[config.mk]
export PLATFORM = sky130hd
export DESIGN_NAME = zbt_frame_writer
export DESIGN_NICKNAME = d
export VERILOG_FILES = /design/src/rtl/zbt_frame_writer.sv
export SDC_FILE = /design/constraint.sdc
export NUM_CORES = 1
export LEC_CHECK = 0
export CAP_MARGIN = 20
export CORE_MARGIN = 5
export CORE_UTILIZATION = 35
export DETAILED_ROUTE_END_ITERATION = 16
export GPL_ROUTABILITY_DRIVEN = 1
export HOLD_SLACK_MARGIN = 0.12
export SETUP_SLACK_MARGIN = 0.05
export SYNTH_ARGS = -nofsm -noshare
export SYNTH_HDL_FRONTEND = slang
export SYNTH_SLANG_ARGS = --single-unit
[constraint.sdc]
create_clock -name clk -period 5.15 [get_ports clk]
set_input_delay 1.03 -clock clk [delete_from_list [all_inputs] [get_ports clk]]
set_output_delay 1.03 -clock clk [all_outputs]
set_load 0.1 [all_outputs]
[src/rtl/zbt_frame_writer.sv]
// Buffers packed 36-bit pixel words from zbt_image_writer in a small FIFO and
// writes them to ZBT SRAM at sequential addresses on wr_grant cycles, one frame at a time.
module zbt_frame_writer #(
    parameter int ADDR_WIDTH  = 19,
    parameter int BASE_ADDR   = 0,
    parameter int FRAME_WORDS = 19200,
    parameter int FIFO_DEPTH  = 4
) (
    input  logic                  clk,
    input  logic                  reset,
    input  logic                  frame_start,
    input  logic                  new_input,
    input  logic [35:0]           image_data_zbt,
    input  logic                  wr_grant,
    output logic                  zbt_we,
    output logic [ADDR_WIDTH-1:0] zbt_addr,
    output logic [35:0]           zbt_write_data,
    output logic                  frame_done,
    output logic                  overflow,
    output logic                  busy
);
    localparam int PTR_W = (FIFO_DEPTH > 1) ? $clog2(FIFO_DEPTH) : 1;
    localparam int CNT_W = $clog2(FIFO_DEPTH + 1);
    localparam int IDX_W = (FRAME_WORDS > 1) ? $clog2(FRAME_WORDS) : 1;

    localparam logic [IDX_W-1:0]      LAST_IDX = IDX_W'(FRAME_WORDS - 1);
    localparam logic [CNT_W-1:0]      FULL_CNT = CNT_W'(FIFO_DEPTH);
    localparam logic [ADDR_WIDTH-1:0] BASE     = ADDR_WIDTH'(BASE_ADDR);

    typedef enum logic {
        IDLE,
        ACTIVE
    } state_t;

    state_t           state;
    logic [35:0]      fifo_mem [FIFO_DEPTH];
    logic [PTR_W-1:0] rd_ptr;
    logic [PTR_W-1:0] wr_ptr;
    logic [CNT_W-1:0] count;
    logic [IDX_W-1:0] index;

    logic active;
    logic fifo_empty;
    logic fifo_full;
    logic pop;
    logic last_pop;
    logic push;
    logic drop;

    // A full FIFO still accepts a word when the head leaves in the same cycle.
    // Words arriving with frame_start belong to neither frame and are discarded.
    assign active     = (state == ACTIVE);
    assign fifo_empty = (count == '0);
    assign fifo_full  = (count == FULL_CNT);
    assign pop        = active && wr_grant && !fifo_empty;
    assign last_pop   = pop && (index == LAST_IDX);
    assign push       = active && !frame_start && new_input && (!fifo_full || pop);
    assign drop       = active && !frame_start && new_input && fifo_full && !pop;

    always_ff @(posedge clk) begin
        if (push) begin
            fifo_mem[wr_ptr] <= image_data_zbt;
        end
    end

    always_ff @(posedge clk or posedge reset) begin
        if (reset) begin
            state          <= IDLE;
            busy           <= 1'b0;
            rd_ptr         <= '0;
            wr_ptr         <= '0;
            count          <= '0;
            index          <= '0;
            zbt_we         <= 1'b0;
            zbt_addr       <= BASE;
            zbt_write_data <= '0;
            frame_done     <= 1'b0;
            overflow       <= 1'b0;
        end else begin
            zbt_we     <= pop;
            frame_done <= last_pop;
            if (pop) begin
                zbt_addr       <= BASE + ADDR_WIDTH'(index);
                zbt_write_data <= fifo_mem[rd_ptr];
            end

            // A write popped this cycle still goes out even when the frame restarts.
            if (frame_start) begin
                state    <= ACTIVE;
                busy     <= 1'b1;
                rd_ptr   <= '0;
                wr_ptr   <= '0;
                count    <= '0;
                index    <= '0;
                overflow <= 1'b0;
            end else if (last_pop) begin
                state  <= IDLE;
                busy   <= 1'b0;
                rd_ptr <= '0;
                wr_ptr <= '0;
                count  <= '0;
                index  <= '0;
            end else begin
                if (push) begin
                    wr_ptr <= wr_ptr + PTR_W'(1);
                end
                if (pop) begin
                    rd_ptr <= rd_ptr + PTR_W'(1);
                    index  <= index + IDX_W'(1);
                end
                if (push && !pop) begin
                    count <= count + CNT_W'(1);
                end else if (pop && !push) begin
                    count <= count - CNT_W'(1);
                end
                if (drop) begin
                    overflow <= 1'b1;
                end
            end
        end
    end

endmodule
# Yosys cells after proc, flatten, opt, wreduce, memory -nomap -nowiden
# Memories as Yosys holds them, arrays and structs flattened. A register that Yosys moved wholly into a read port is not among the register bits.
# Cells that the tools add are included.
op_classes:
  add_sub_neg: 5
  eq_ne: 3
  n_mux: 20
  n_reduce_logical: 23
ops:
  columns: ["operator", "count"]
  rows:
  - ["15-bit two-way mux", 3]
  - ["15-bit by 1-bit adder with 15-bit output (second input constant)", 1]
  - ["15-bit equality test (second input constant)", 1]
  - ["2-bit two-way mux", 6]
  - ["3-bit two-way mux", 4]
  - ["1-bit logical AND", 10]
  - ["1-bit two-way mux", 7]
  - ["3-bit nonzero test", 2]
  - ["1-bit logical NOT", 5]
  - ["2-bit by 1-bit adder with 2-bit output (second input constant)", 2]
  - ["2-bit nonzero test", 2]
  - ["4-bit nonzero test", 1]
  - ["3-bit by 1-bit adder with 3-bit output (second input constant)", 1]
  - ["3-bit equality test (second input constant)", 1]
  - ["3-bit logical NOT", 1]
  - ["3-bit by 1-bit subtractor with 3-bit output (second input constant)", 1]
  - ["2-bit inequality test (second input constant)", 1]
  - ["2-bit AND reduction", 1]
  - ["1-bit logical OR", 1]
word_totals:
  ff_bits: 41
  ram_bits: 144
  wordCells: 61
  memories: 1
memory_table:
  columns: ["memory", "depth", "width", "rd", "rd_ports_with_merged_regs", "wr", "line_no", "text"]
  rows:
  - ["fifo_mem", 4, 36, 1, 1, 1, "36", "logic [35:0] fifo_mem [FIFO_DEPTH];"]

# Longest topological paths before layout
# Gate-level depths: netlist of the first run.
logic_depth:
  ltp_word: 11
  ltp_mapped: 9

# Worst setup path after synthesis of the first run
# No wires, ideal clock.
synth_timing:
  kind: "register -> register"
  startpoint: "register state (netlist: active)"
  endpoint: "memory fifo_mem[0][0] (enable)"
  setup_time_ps: 397
  t_arrival_ps: 2567
  required_ps: 4753
  setup_slack_ps: 2186
  stages_incl_launch_ff: 4
  synth_period_minus_slack_ps: 2964
  path_cell_list: "dfrtp_1 nand2_1 a311oi_2 and2_1"
synth_via:
  elab_chain_cells: 6
synth_lines:
  columns: ["element", "line_no", "text"]
  rows:
  - ["from (decl)", "35", "state_t state;"]
  - ["from (signal assigned)", "68", "state <= IDLE;"]
  - ["from (signal assigned)", "89", "state <= ACTIVE;"]
  - ["from (signal assigned)", "97", "state <= IDLE;"]
  - ["1-bit logical AND (2 in a row)", "55", "assign pop = active && wr_grant && !fifo_empty;"]
  - ["1-bit logical OR", "57", "assign push = active && !frame_start && new_input && (!fifo_full || pop);"]
  - ["1-bit logical AND *", "57", null]
  - ["1-bit two-way mux *", "61", "if (push) begin"]
  - ["1-bit two-way mux (implied by the code) *", "62", "fifo_mem[wr_ptr] <= image_data_zbt;"]
  - ["to (decl)", "36", null]
# Every way passes the cells marked *; elsewhere a longest branch is shown, timed or not.

# Worst setup path in the final report of the first run
layout_timing:
  startpoint: "input port frame_start"
  endpoint: "memory fifo_mem[3][22] (enable)"
layout_via:
  elab_chain_cells: 6
layout_lines:
  columns: ["element", "line_no", "text"]
  rows:
  - ["from (decl)", "11", "input logic frame_start,"]
  - ["1-bit logical NOT", "57", null]
  - ["1-bit logical AND (3 in a row)", "57", null]
  - ["1-bit two-way mux", "61", null]
  - ["1-bit two-way mux (implied by the code)", "62", null]
# No other way between the ends.

==> results of run 1 <==
layout by cell type, fill, tap and decap left out, types with 2 or more instances in the layout:
cell type,netlist,routed
sky130_fd_sc_hd__o21ai_1,1,2
sky130_fd_sc_hd__clkdlybuf4s50_1,0,95
sky130_fd_sc_hd__conb_1,1,4
sky130_fd_sc_hd__nand3_1,3,3
sky130_fd_sc_hd__o2111ai_1,5,5
sky130_fd_sc_hd__and3_1,2,2
sky130_fd_sc_hd__o31ai_1,5,5
sky130_fd_sc_hd__dfrtp_1,77,75
sky130_fd_sc_hd__clkbuf_16,0,24
sky130_fd_sc_hd__xnor2_1,5,5
sky130_fd_sc_hd__nor2_1,20,20
sky130_fd_sc_hd__nand4_1,3,3
sky130_fd_sc_hd__edfxtp_1,144,144
sky130_fd_sc_hd__a21oi_2,2,2
sky130_fd_sc_hd__xor2_1,8,8
sky130_fd_sc_hd__and2_2,0,4
sky130_fd_sc_hd__o21ai_0,6,5
sky130_fd_sc_hd__bufinv_16,0,2
sky130_fd_sc_hd__a21oi_1,7,7
sky130_fd_sc_hd__mux4_2,36,36
sky130_fd_sc_hd__clkinvlp_4,0,2
sky130_fd_sc_hd__clkinv_1,1,2
sky130_fd_sc_hd__or4_4,2,2
sky130_fd_sc_hd__inv_1,8,7
sky130_fd_sc_hd__nand2_1,156,156
sky130_fd_sc_hd__ha_1,6,6
sky130_fd_sc_hd__buf_4,5,3
sky130_fd_sc_hd__clkinv_2,0,7
sky130_fd_sc_hd__clkbuf_1,11,5
sky130_fd_sc_hd__or4_1,3,3
flip-flops by register name, summed over array words and instances, names as in the netlist:
signal          count
wr_ptr              2
rd_ptr              2
zbt_write_data     36
active              1
frame_done          1
zbt_we              1
fifo_mem          144
index              15
zbt_addr           15
overflow            1
count               3
layout make-up:
type | instances | area [um2] | area share (%)
sequential | 221 | 6260 | 59.2
tap | 324 | 405 | 3.83
multi-input combinational | 291 | 2110 | 20.0
clock inverter | 14 | 138 | 1.30
timing repair buffer | 99 | 993 | 9.39
inverter | 9 | 35.0 | 0.331
clock buffer | 30 | 633 | 5.99
report_power, final:
| part | internal [W] | switching [W] | leakage, nW |
|---|---|---|---|
| Clock | 0.000976 | 0.000670 | 0.375 |
| Combinational | 0.000572 | 0.00154 | 1.24 |
| Sequential | 0.00211 | 0.000218 | 2.31 |
logic make-up after synthesis:
logic type / Yosys count / share of synthesized area [%]
AO/OA/AOI/OAI: 31 / 2.65
XOR/XNOR: 13 / 1.33
adder cells (fa/ha/maj): 7 / 1.11
buffers and inverters: 37 / 2.16
flip-flops: 221 / 73.3
multiplexers: 37 / 9.62
other: 1 / 0.0439
AND/OR/NAND/NOR: 199 / 9.82
metrics by stage:
step,instances,total power [W],cell area (um2),setup WS [ps],utilization (%)
5_1_grt,988,0.00638,10600,1760,43.7
2_1_floorplan,549,0.00396,8540,2150,-
4_1_cts,987,0.00618,10600,1900,43.7
3_3_place_gp,943,0.00449,9780,1440,40.5
3_5_place_dp,943,0.00451,9780,1360,40.5
6_report,988,0.00609,10600,1930,43.7
worst register-to-register path: cells and delay by family, from the launching register on:
kind            cells  cell delay (ps)
buf+inv             3              940
compound gates      3             1160
flops               1              440
path summary, 6_finish.rpt:
check	from	end	slack, ps	cells after the start
min reg2reg	zbt_addr[7]	zbt_addr[7]	470	2
max	frame_start	fifo_mem[3][22]	1930	3
max reg2reg	count[0]	index[10]	2530	6
max in group asynchronous	reset	zbt_addr[14]	3470	4
min	zbt_addr[7]	zbt_addr[7]	470	2
min in group asynchronous	reset	zbt_write_data[21]	790	2
routing by layer:
| layer | GRT usage, % | vias to the layer above | wire length (um) |
|---|---|---|---|
| met5 | 0 | - | 0 |
| met3 | 2.74 | 26 | 822 |
| met4 | 2.91 | 0 | 308 |
| met1 | 15.7 | 2380 | 7270 |
| li1 | - | 2175 | - |
| met2 | 22.4 | 113 | 8960 |
==> results.md, run 1 <==
Run status:
- The flow ran to the end, and the final reports show no timing, DRC or antenna violations.

Clock network:
- The total number of H-tree levels is 1.
- The number of instances resized during post-cts repair is 0.
- The buffer type at the clock tree root is sky130_fd_sc_hd__clkbuf_16.
- Clock latency on the worst-skew pair, taken at its later pin, is 520 ps.
- The clock slew seen by the registers of the worst setup and hold paths is 60 ps.
- TritonCTS built the clock tree.
- Post-CTS timing repair inserted 0 buffers for setup.
- Counting the buffers created by CTS gives 24.
- The buffer levels on the longest clock path is 3.
- Clock tree synthesis found a total of 221 sinks.
- The count of hold-fix buffers inserted at cts is 0.

Logic synthesis:
- Among all flip-flop cells after synthesis, the most frequent one is sky130_fd_sc_hd__edfxtp_1.
- The post-synthesis register bit count is 221.
- The proportion of synthesized flip-flops having asynchronous set or reset is 34.8%.
- For this run, the register share of the synthesized area comes to 73.3%.
- Synthesis instantiated 42 different standard cells from the library.
- The count of flip-flops with a built-in enable after synthesis is 144.
- After synthesis, the cell types taking the most area are sky130_fd_sc_hd__edfxtp_1 51%, sky130_fd_sc_hd__dfrtp_1 23%, sky130_fd_sc_hd__mux4_2 9.5%.
- The synthesized area per cell is 15.6 um2.
- For this run, the number of Yosys warnings is 0.
- The most used standard cell by instance count after synthesis is sky130_fd_sc_hd__nand2_1.
- The top cell type by total area after synthesis is sky130_fd_sc_hd__edfxtp_1.
- In this run the cell area of the synthesized design comes to 8530 um2.
- The commonest cells after synthesis are 156 x sky130_fd_sc_hd__nand2_1, 144 x sky130_fd_sc_hd__edfxtp_1, 77 x sky130_fd_sc_hd__dfrtp_1.
- The count of mapped cells out of synthesis is 546.
- The top-area cell type share of the netlist area is 50.7%.

Global routing:
- The via count of the first global-routing pass came to 5045.
- Entering global routing, the biggest net connects 62 pins.
- Summed over all layers, the global routing overflow is 0.
- The global-route wire length before repair is 27900 um.
- The initial antenna violation count is 0.
- Global routing used 12.6% of the available tracks across all layers.

Power:
- The total power divided by cell area is 576 nW/um2.
- In this run the static leakage power is 3.93 nW.
- The maximum VDD drop is 0.000342 V.

Timing:
- Dividing the final minimum period by the clock period gives 62.5%.
- The max-slew violation count came to 0.
- The top achievable clock speed is 311 MHz.
- Across all hold checks on the routed design, the worst slack comes to 473 ps.
- The slew at the pin with the worst max-slew slack is 1030 ps.
- Setup repair after global routing left no endpoint under its margin.
- The setup total negative slack is 0 ps.
- The worst slew slack as a fraction of its limit is 31.3%.
- The clock period could shrink to 3220 ps.
- Setup violations remaining at the end of the flow were counted as 0.
- On the final layout, the worst clock skew is 14.0 ps.
- The number of hold-slack violations in the final timing report came to 0.

Worst setup path:
- The kind of end point of the critical path is a register.
- The critical path startpoint category is an input port.
- Among all stages on the critical path, the largest delay is contributed by sky130_fd_sc_hd__and2_2.
- Data on the critical path arrives at its endpoint at 3340 ps.
- The combined buffer and inverter count along the critical path is 1.
- The data required time of the worst path is 5280 ps.
- The cell family contributing the most delay on the critical path is simple AND/OR/NAND/NOR gates.
- The signal on the critical path passes through clkdlybuf4s50_1 > a311oi_2 > and2_2.
- Along the worst path, the maximum fanout reaches 36.
- The largest single stage delay on the critical path is 950 ps.
- The critical path in this run is classified as in2reg.

Final layout:
- The count of nets after finishing is 694.
- The number of fillers in the final layout is 2122.
- The total inserted antenna cells is 0.
- Of the cells placed in the final design, the portion with a size suffix greater than 1 is 14.3%.
- The synthesis-to-layout area growth is 23.9%.

Drt:
- The count of vias placed by the detailed router is 4694.
- After detailed routing, the average wire length per cell comes to 17.6 um.
- Using the TritonRoute via totals, the vias-per-cell ratio works out to 4.75.
- Summed over all layers, the routed wires come to 17400 um.
- Once detail routing completed, the nets flagged for antenna violations numbered 0.
- The number of violations reported at the end of detailed-routing iteration 0 is 360.
- The pre-antenna-repair detailed-routing pass consisted of 4 iterations.
- After detailed routing, the number of remaining DRC violations is 0.

Die:
- The starting utilization of the core area is 35.3%.
- The die is 166 um wide.
- The area inside the core boundary is 24200 um2.
- The die is 166 um tall.
- The boundary pin count is 100.
- The die covers 27600 um2.
- In this run the core area contains 57 standard-cell rows.

Hold path:
- The tightest min-delay check is of the reg2reg type.

Placed design:
- At the end of routability-driven placement, the weighted congestion stood at 0.746.
- After legalization and detailed placement, the total HPWL measured 10600 um.
- The count of buffers added on input and output ports is 95.

Flow run:
- Across the run, the number of max-cap violations was 0.
Power figures use the tool's default switching activity.
==> run 2, diff against run 1 <==
==> constraint.sdc (replaced) <==
create_clock -name clk -period 3.35 [get_ports clk]
set_input_delay 0.67 -clock clk [delete_from_list [all_inputs] [get_ports clk]]
set_output_delay 0.67 -clock clk [all_outputs]
set_load 0.1 [all_outputs]
==> run 2 against run 1 <==
Final cell count grew 0.91%. Global-route usage grew 0.065 points. Sequential power grew 54%. Critical path type is now reg2reg. Die area is the same. Worst hold slack is essentially flat. Cell area shrank 0.85%.
==> results.md, run 2 (synthesis gave the netlist of run 1 again) <==
Final layout:
- The total inserted antenna cells is 0.
- The number of fillers in the final layout is 2159.
- Leaving out fill and tap cells, the most frequent cells in the layout are 156 x sky130_fd_sc_hd__nand2_1, 144 x sky130_fd_sc_hd__edfxtp_1, 75 x sky130_fd_sc_hd__dfrtp_1.
- The register with the most flip-flops in the layout has 144 of them.
- The library cell used most frequently in the layout, excluding fill and tap cells, is sky130_fd_sc_hd__nand2_1.
- Summing all non-filler instances in the final layout gives an area of 10500 um2.
- Ranked by flip-flop count, first place goes to fifo_mem.
- For this run, the post-layout net count is 704.
- Compared with the post-synthesis result, the final layout area differs by 22.9%.
- The layout cell share with drive strength beyond 1 is 24.1%.
- In the final layout, the registers with the most flip-flops are fifo_mem (144), zbt_write_data (36).

Placed design:
- The cell area reported after detailed placement is 9750 um2.
- The final RePlAce weighted congestion is 0.736.
- The number of port buffers is 95.
- At the placement stage, the worst setup path has a slack of 631 ps.
- The half-perimeter wire length after placement is 11000 um.

Worst setup path:
- The endpoint identified for the worst register-to-register timing path is index[10].
- STA puts the critical path data arrival time at 2750 ps.
- The worst reg-to-reg path cell count is 6.
- The kind of end point of the critical path is a register.
- The worst setup path is of the reg2reg kind.
- The reg-to-reg startpoint is index[0].
- Of all nets on the critical path, the largest fanout is 14.
- The data required time of the worst path is 3720 ps.
- For flop-to-flop paths, the worst setup slack is 980 ps.
- STA classifies the critical path startpoint as a register.

Timing:
- The worst slew slack as a fraction of its limit is 34.0%.
- The minimum clock period is 2370 ps.
- Setup repair after global routing left no endpoint under its margin.
- Across the routed clock network, the largest skew measured is 22.3 ps.
- The slew at the pin with the worst max-slew slack is 990 ps.
- The tightest hold path in the finished design has a slack of 473 ps.
- Dividing the final minimum period by the clock period gives 70.9%.
- Adding up every negative setup slack in the final design gives 0 ps.
- The top achievable clock speed is 421 MHz.
- Setup violations remaining at the end of the flow were counted as 0.
- The number of hold-slack violations in the final timing report is 0.
- The post-layout worst setup margin is 975 ps.
- The max-slew violation count was 0.

Die:
- The floorplan has 57 rows.
- The die is 166 um tall.
- The area of the die is 27600 um2.
- The starting utilization of the core area is 35.3%.
- In this run the count of I/O pins placed on the die edge is 100.
- The area inside the core boundary is 24200 um2.
- The overall die width is 166 um.

Drt:
- The routed length on met3 is 1080 um.
- After detailed routing, the average wire length per cell comes to 17.5 um.
- The routed design has 17500 um of wire.
- The count of vias placed by the detailed router is 4768.
- Using the TritonRoute via totals, the vias-per-cell ratio works out to 4.78.
- The met2 layer wire length in the routed design is 8660 um.
- The count of antenna-violating nets left after detailed routing is 0.
- In the final routing, the length of wire on met1 measures 7530 um.
- For this run, design rule violations remaining after detail routing come to 0.
- The pre-antenna-repair detailed-routing pass consisted of 4 iterations.
- The first routing iteration left 222 violations.
- The detailed router used layers up to and including met5.

Power:
- The internal power of the cells is 0.00547 W.
- The reported net switching power is 0.00374 W.
- In this run, flip-flops and latches consume 38.9% of the power.
- The final total power is 0.00922 W.
- Summed over all cells, the static leakage comes to 4.05 nW.
- The power share of the clock group is 26.4%.
- The switching share of power is 40.6%.
- The maximum VDD drop is 0.000467 V.
- Power spread over the standard cell area amounts to 879 nW/um2.
- The combinational share of power is 34.8%.

Clock network:
- The buffer levels on the longest clock path is 3.
- The count of hold-fix buffers inserted at cts is 0.
- CTS built an H-tree with a depth of 1.
- The clock net in this run drives a total of 221 sinks.
- The clock tree from TritonCTS is yes.
- The CTS buffer count is 23.
- The number of gates resized after CTS was 0.
- The clock slew seen by the registers of the worst setup and hold paths is 60 ps.
- The clock insertion delay at the later pin of the skew report is 500 ps.
- The setup fix buffers added after clock tree synthesis is 0.
- The buffer type at the clock tree root is sky130_fd_sc_hd__clkbuf_16.

Run status:
- The run finished with clean final reports.

Hold path:
- The worst hold path was traced through 2 stages.
- The startpoint identified for the worst hold timing path is zbt_write_data[5].
- The end of the worst hold path is zbt_write_data[5].
- The type of the worst min-delay path is reg2reg.

Global routing:
- The initial antenna violation count is 1.
- Entering global routing, the biggest net connects 59 pins.
- The global-route wire length before repair is 28300 um.
- Global routing finished with a remaining overflow of 0.
- Across every metal layer, demand over resource in global routing totals 12.6%.
- The via count of the first global-routing pass was 5201.

Flow run:
- The number of violations of the max-capacitance limit is 0.
-- run 2: critical path, cell delays in order, from the launching register on --
cell and delay [ps]:
sky130_fd_sc_hd__dfrtp_1 500, sky130_fd_sc_hd__ha_1 350, sky130_fd_sc_hd__and4b_1 220, sky130_fd_sc_hd__nand4_1 270
sky130_fd_sc_hd__o21ai_1 520, sky130_fd_sc_hd__buf_4 310, sky130_fd_sc_hd__a21oi_1 70
-- run 2: worst max-delay path by stage --
stage | start | to | slack [ps] | cells after the start
finish | index[0] | index[10] | 980 | 6
floorplan | active | fifo_mem[1][0] | 390 | 3
detailed placement | wr_grant | count[1] | 630 | 9
CTS | index[0] | index[4] | 970 | 6
global placement | wr_grant | count[2] | 640 | 9
global route | index[0] | index[10] | 740 | 6
-- run 2: layout make-up --
cell class | count | area, um2 | area share [%]
inverter | 9 | 35.0 | 0.334
clock inverter | 14 | 111 | 1.06
sequential | 221 | 6260 | 59.7
tap | 324 | 405 | 3.87
clock buffer | 28 | 624 | 5.95
timing repair buffer | 110 | 938 | 8.95
multi-input combinational | 291 | 2110 | 20.2
-- run 2: routing by layer --
metal	global-route usage (%)	vias to the layer above
li1	-	2193
met5	0	-
met3	3.19	18
met4	2.62	2
met1	16.5	2445
met2	21.6	110
-- run 2: power by group through the flow --
stage                     combinational [W]  sequential (W)  clock (W)
after global routing                0.00338         0.00364    0.00263
after detailed placement            0.00324         0.00365          0
after floorplan                     0.00105         0.00503          0
after CTS                           0.00325         0.00360    0.00251
after global placement              0.00320         0.00364          0
final                               0.00320         0.00358    0.00243
-- run 2: metrics by stage --
step / utilization [%] / instances
after floorplan: - / 549
after global placement: 40.3 / 955
after detailed placement: 40.3 / 955
after CTS: 43.4 / 997
after global routing: 43.4 / 997
final: 43.4 / 997
==> variant 1 (flow settings as in run 2) <==
Register the output `overflow` once more, with the module's reset; this adds one clock of latency there. The other outputs are not delayed to match.
--- a/src/rtl/zbt_frame_writer.sv
+++ b/src/rtl/zbt_frame_writer.sv
@@ -31,6 +31,8 @@
         IDLE,
         ACTIVE
     } state_t;
+
+    logic overflow_s0;
 
     state_t           state;
     logic [35:0]      fifo_mem [FIFO_DEPTH];
@@ -75,7 +77,7 @@
             zbt_addr       <= BASE;
             zbt_write_data <= '0;
             frame_done     <= 1'b0;
-            overflow       <= 1'b0;
+            overflow_s0    <= 1'b0;
         end else begin
             zbt_we     <= pop;
             frame_done <= last_pop;
@@ -92,7 +94,7 @@
                 wr_ptr   <= '0;
                 count    <= '0;
                 index    <= '0;
-                overflow <= 1'b0;
+                overflow_s0 <= 1'b0;
             end else if (last_pop) begin
                 state  <= IDLE;
                 busy   <= 1'b0;
@@ -114,10 +116,18 @@
                     count <= count - CNT_W'(1);
                 end
                 if (drop) begin
-                    overflow <= 1'b1;
+                    overflow_s0 <= 1'b1;
                 end
             end
         end
     end
 
+    always_ff @(posedge clk or posedge reset) begin
+        if (reset) begin
+            overflow <= '0;
+        end else begin
+            overflow <= overflow_s0;
+        end
+    end
+
 endmodule
Formal check against the unedited RTL: not equivalent (a bounded check fails within 10 cycles, from zero or initial values and one cycle with reset high).
==> variant 1 against run 2 <==
Wire length rose by 1.2%; combinational power increased by 4%; power increased by 5.1%; synthesized area increased by 0.29%; sequential cell count increased by 1; worst setup slack got worse by 200 ps; cell area rose by 1.9%.
==> variant 1: results (changes against run 2) <==
[outcome]
status = completed

[global_routing]
antenna_found_initial = 0  ; -1
grt_pass1_vias = 5079  ; -2.3%
grt_usage_pct = 12.6  ; +0.014 points

[synthesis]
synthTopCellsByCount = nand2_1 (156), edfxtp_1 (144), dfrtp_1 (78)
synth_area_leaders = edfxtp_1 (51%), dfrtp_1 (23%), mux4_2 (9.5%), nand2_1 (6.8%), ha_1 (0.88%)
synth.yosys.seq_area_share_pct = 73.3  ; +0.078 points
synthArstFlopShare_pct = 35.1  ; +0.29 points
synth_compound_area_share_pct = 2.65  ; -0.0078 points
synth_fa_ha_area_share_pct = 1.11  ; -0.0033 points

[sta]
whs_ps = 380  ; -92.6 ps
setup_slack_ps = 780  ; -196 ps
finClkSkew_ps = 24.2  ; +1.90 ps
slew_headroom_pct = 35.5  ; +1.6 points

[routing]
drt_iter0_drc = 289  ; +30%
dr_total_vias = 4767  ; -0.021%

[placed_design]
hpwlAfterDp_mm = 11.1  ; +0.67%
dpl-instance-area_um2 = 9800  ; +0.51%
dpl_worst_slack_ps = 246  ; -385 ps
dpl.cell_count = 953  ; -0.21%

[layout]
area_growth_syn_to_layout_pct = 24.8
final_nets = 703  ; -0.14%

[clock_network]
cts_made_buffers = 24  ; +4.3%
clkLatencyLatePin_ps = 530  ; +30 ps

[critical_path]
critPathMaxFanout = 19  ; +5

[pwr]
power_leakage_nw = 4.13  ; +2.0%

==> variant 1: area by class of cell <==
class                   instances  share of cell area (%)
clock buffers                  28                    5.86
clock inverters                16                    2.39
inverters                       9                   0.328
multi-input cells             291                    19.8
flip-flops and latches        222                    58.8
well taps                     324                    3.80
repair buffers                107                    9.04
==> variant 1: metal layers <==
metal	wire length, µm	track usage [%]	share of wire (%)	vias up
li1	-	-	-	2188
met1	7600	16.8	43	2420
met2	8750	21.2	49	122
met3	929	2.79	5.2	37
met4	425	3.24	2.4	0
met5	0	0	0	-
==> variant 1: final timing paths <==
| kind | to | from | cells after the start |
|---|---|---|---|
| max in group asynchronous | rd_ptr[1] | reset | 3 |
| min in group asynchronous | zbt_write_data[11] | reset | 3 |
| max reg2reg | count[2] | active | 8 |
| min | overflow | overflow_s0 | 0 |
| max | count[2] | wr_grant | 9 |
| min reg2reg | overflow | overflow_s0 | 0 |
==> variant 1: worst max-delay path: cells and delay by family <==
| kind | cells | cell delay [ps] |
|---|---|---|
| xor gates and xnor gates | 2 | 280 |
| buffers and inverters | 2 | 740 |
| adders and majority gates | 2 | 690 |
| AOI/OAI and AO/OA | 1 | 380 |
| and+or+nand+nor | 2 | 170 |
==> variant 1: cells by family (layout without fill, tap and decap cells) <==
logic type | count (synthesis) | count (layout)
mux | 37 | 37
simple gates | 199 | 199
other cells | 1 | 4
fa+ha+maj | 7 | 7
flops | 222 | 222
xor+xnor | 13 | 13
buf+inv | 37 | 160
compound gates | 31 | 31
==> variant 1: where the power goes <==
part           internal (mW)  total (mW)  switching (mW)  leakage, nW
Sequential              3.25        3.50           0.243         2.33
Combinational          0.834        3.32            2.48         1.38
Clock                   1.81        2.87            1.06        0.429
Total                   5.90        9.68            3.79         4.13
==> variant 2 (config.mk and constraints of run 2) <==
Without the edit above. `FRAME_WORDS`: 19200 -> 9600.
--- a/src/rtl/zbt_frame_writer.sv
+++ b/src/rtl/zbt_frame_writer.sv
@@ -3,7 +3,7 @@
 module zbt_frame_writer #(
     parameter int ADDR_WIDTH  = 19,
     parameter int BASE_ADDR   = 0,
-    parameter int FRAME_WORDS = 19200,
+    parameter int FRAME_WORDS = 9600,
     parameter int FIFO_DEPTH  = 4
 ) (
     input  logic                  clk,
Check against the original RTL: same outputs for any inputs over 4 cycles, from zero or initial values and one cycle with reset high; that may be too few to reach the edited logic, so the function may still have changed.
==> variant 2 against run 2 <==
Core utilization rose by 0.63 points; worst setup slack worse by 240 ps; sequential cell count down 2; count of clock-buffer cells in the layout is the same; wire length is 0.51% lower; power rose by 5.6%; critical path depth fell by 5; synthesized area is 0.78% lower; via count about the same; non-clock buffer count shrank 6; cell area grew 0.86%; critical endpoint is now zbt_we.
==> variant 2: results (changes against run 2) <==
[outcome]
status = completed

[placed_design]
gp_congestion = 0.814  ; +11%
dpl_worst_slack_ps = 412  ; -220 ps
hpwlAfterDp_mm = 10.9  ; -0.54%
port_buffers = 94  ; -1.1%
dpl-instance-area_um2 = 9690  ; -0.58%
dpl.cell_count = 951  ; -0.42%

[critical_path]
cp_slowest_cell = clkdlybuf4s50_1
cpPeakStageDelay_ps = 1120  ; +600 ps
cpLargestDelayFamily = buffers and inverters
critPathMaxFanout = 1  ; -13
critPathArrivalTime_ps = 1950  ; -800 ps

[layout]
final_util_pct = 44.0  ; +0.63 points
largest_registers = fifo_mem: 144 flops, zbt_write_data: 36 flops
final_nets = 700  ; -0.57%
n_fill_cell = 2134  ; -1.2%
layout-drive-gt1-share_pct = 22.7  ; -1.4 points
n_antenna_cell = 0  ; unchanged

[clock_network]
clock_path_buffers = 3  ; unchanged
path_clk_slew_ps = 60  ; about the same
cts_root_buf = clkbuf_16
clkLatencyLatePin_ps = 510
cts_made_buffers = 23  ; unchanged
htree_levels = 1  ; unchanged
cts.repair.resized = 0  ; unchanged
cts_setup_buffers = 0  ; unchanged

[routing]
dr_total_vias = 4770  ; +0.042%
drt_first_pass_iters = 6  ; +2
wl_per_cell_um = 17.5  ; -0.11%
drc = 0  ; unchanged
drt_iter0_drc = 401  ; +81%
avgViaCountPerCell = 4.80  ; +0.44%

[pwr]
power_leakage_nw = 4.09  ; +0.94%
irDropWorstVdd_v = 0.000600  ; +29%

[global_routing]
grt_pass1_vias = 5065  ; -2.6%
grt_max_degree = 76  ; +29%
grt_usage_pct = 12.9  ; +0.31 points
grt_pass1_wl_mm = 27.7  ; -2.1%
antenna_found_initial = 1  ; unchanged

[sta]
worst_pin_slew_ps = 982  ; -8.52 ps
finClkSkew_ps = 18.1  ; -4.21 ps

[synthesis]
ys_warn_count = 0  ; unchanged
synth.yosys.seq_area_share_pct = 73.2  ; about the same
ys_types = 40  ; -4.8%
synth_edf_count = 144  ; unchanged
synth_top_area_share_pct = 51.1  ; +0.40 points
synthTopCellsByCount = nand2_1 (157), edfxtp_1 (144), dfrtp_1 (75)
syn_avg_cell_area_um2 = 15.5  ; -1.1%
synth_area_leaders = edfxtp_1 (51%), dfrtp_1 (22%), mux4_2 (9.6%), nand2_1 (7.0%), ha_1 (0.89%)
synthArstFlopShare_pct = 34.2  ; -0.60 points

[min_path]
hp-class = reg -> reg

## variant 2: worst min-delay path: stages, from the launching register on
cell     delay (ps)
dfrtp_1         340
nand2_1          50
nand2_1          50
## variant 2: routing by layer
layer | up-vias | global-route usage [%] | share of wire [%]
li1 | 2183 | - | -
met1 | 2417 | 17.5 | 44
met2 | 140 | 21.8 | 48
met5 | - | 0 | 0.040
met4 | 2 | 2.96 | 1.6
met3 | 28 | 2.66 | 5.8
## variant 2: worst paths after layout
kind | slack, ps | end | cells past startpoint | startpoint
worst max-delay path | 730 | zbt_we | 1 | zbt_we
worst min-delay path | 470 | zbt_addr[8] | 2 | zbt_addr[8]
worst max register to register | 1110 | count[1] | 7 | active
worst min register to register | 470 | zbt_addr[8] | 2 | zbt_addr[8]
max in group asynchronous | 2420 | rd_ptr[0] | 3 | reset
min in group asynchronous | 550 | zbt_write_data[17] | 3 | reset
## variant 2: report_power, final
group / switching (mW) / leakage (nW) / total, mW / internal, mW
Sequential: 0.335 / 2.28 / 3.55 / 3.22
Clock: 1.02 / 0.427 / 2.89 / 1.87
Combinational: 2.44 / 1.38 / 3.29 / 0.851
Total: 3.79 / 4.09 / 9.73 / 5.94
## variant 2: kinds of logic after synthesis
kind of cell	Yosys count	synth area share, %
AO/OA/AOI/OAI	31	2.72
XOR/XNOR	12	1.24
adder cells (fa/ha/maj)	7	1.12
buffers and inverters	39	2.08
flip-flops	219	73.2
multiplexers	37	9.69
other	1	0.0443
AND/OR/NAND/NOR	202	9.86
## variant 2: layout make-up
type / instances / area share (%)
well taps: 324 / 3.83
repair buffers: 104 / 8.83
clock buffers: 28 / 5.90
inverters: 10 / 0.367
flip-flops and latches: 219 / 58.7
clock inverters: 14 / 2.44
multi-input cells: 294 / 19.9
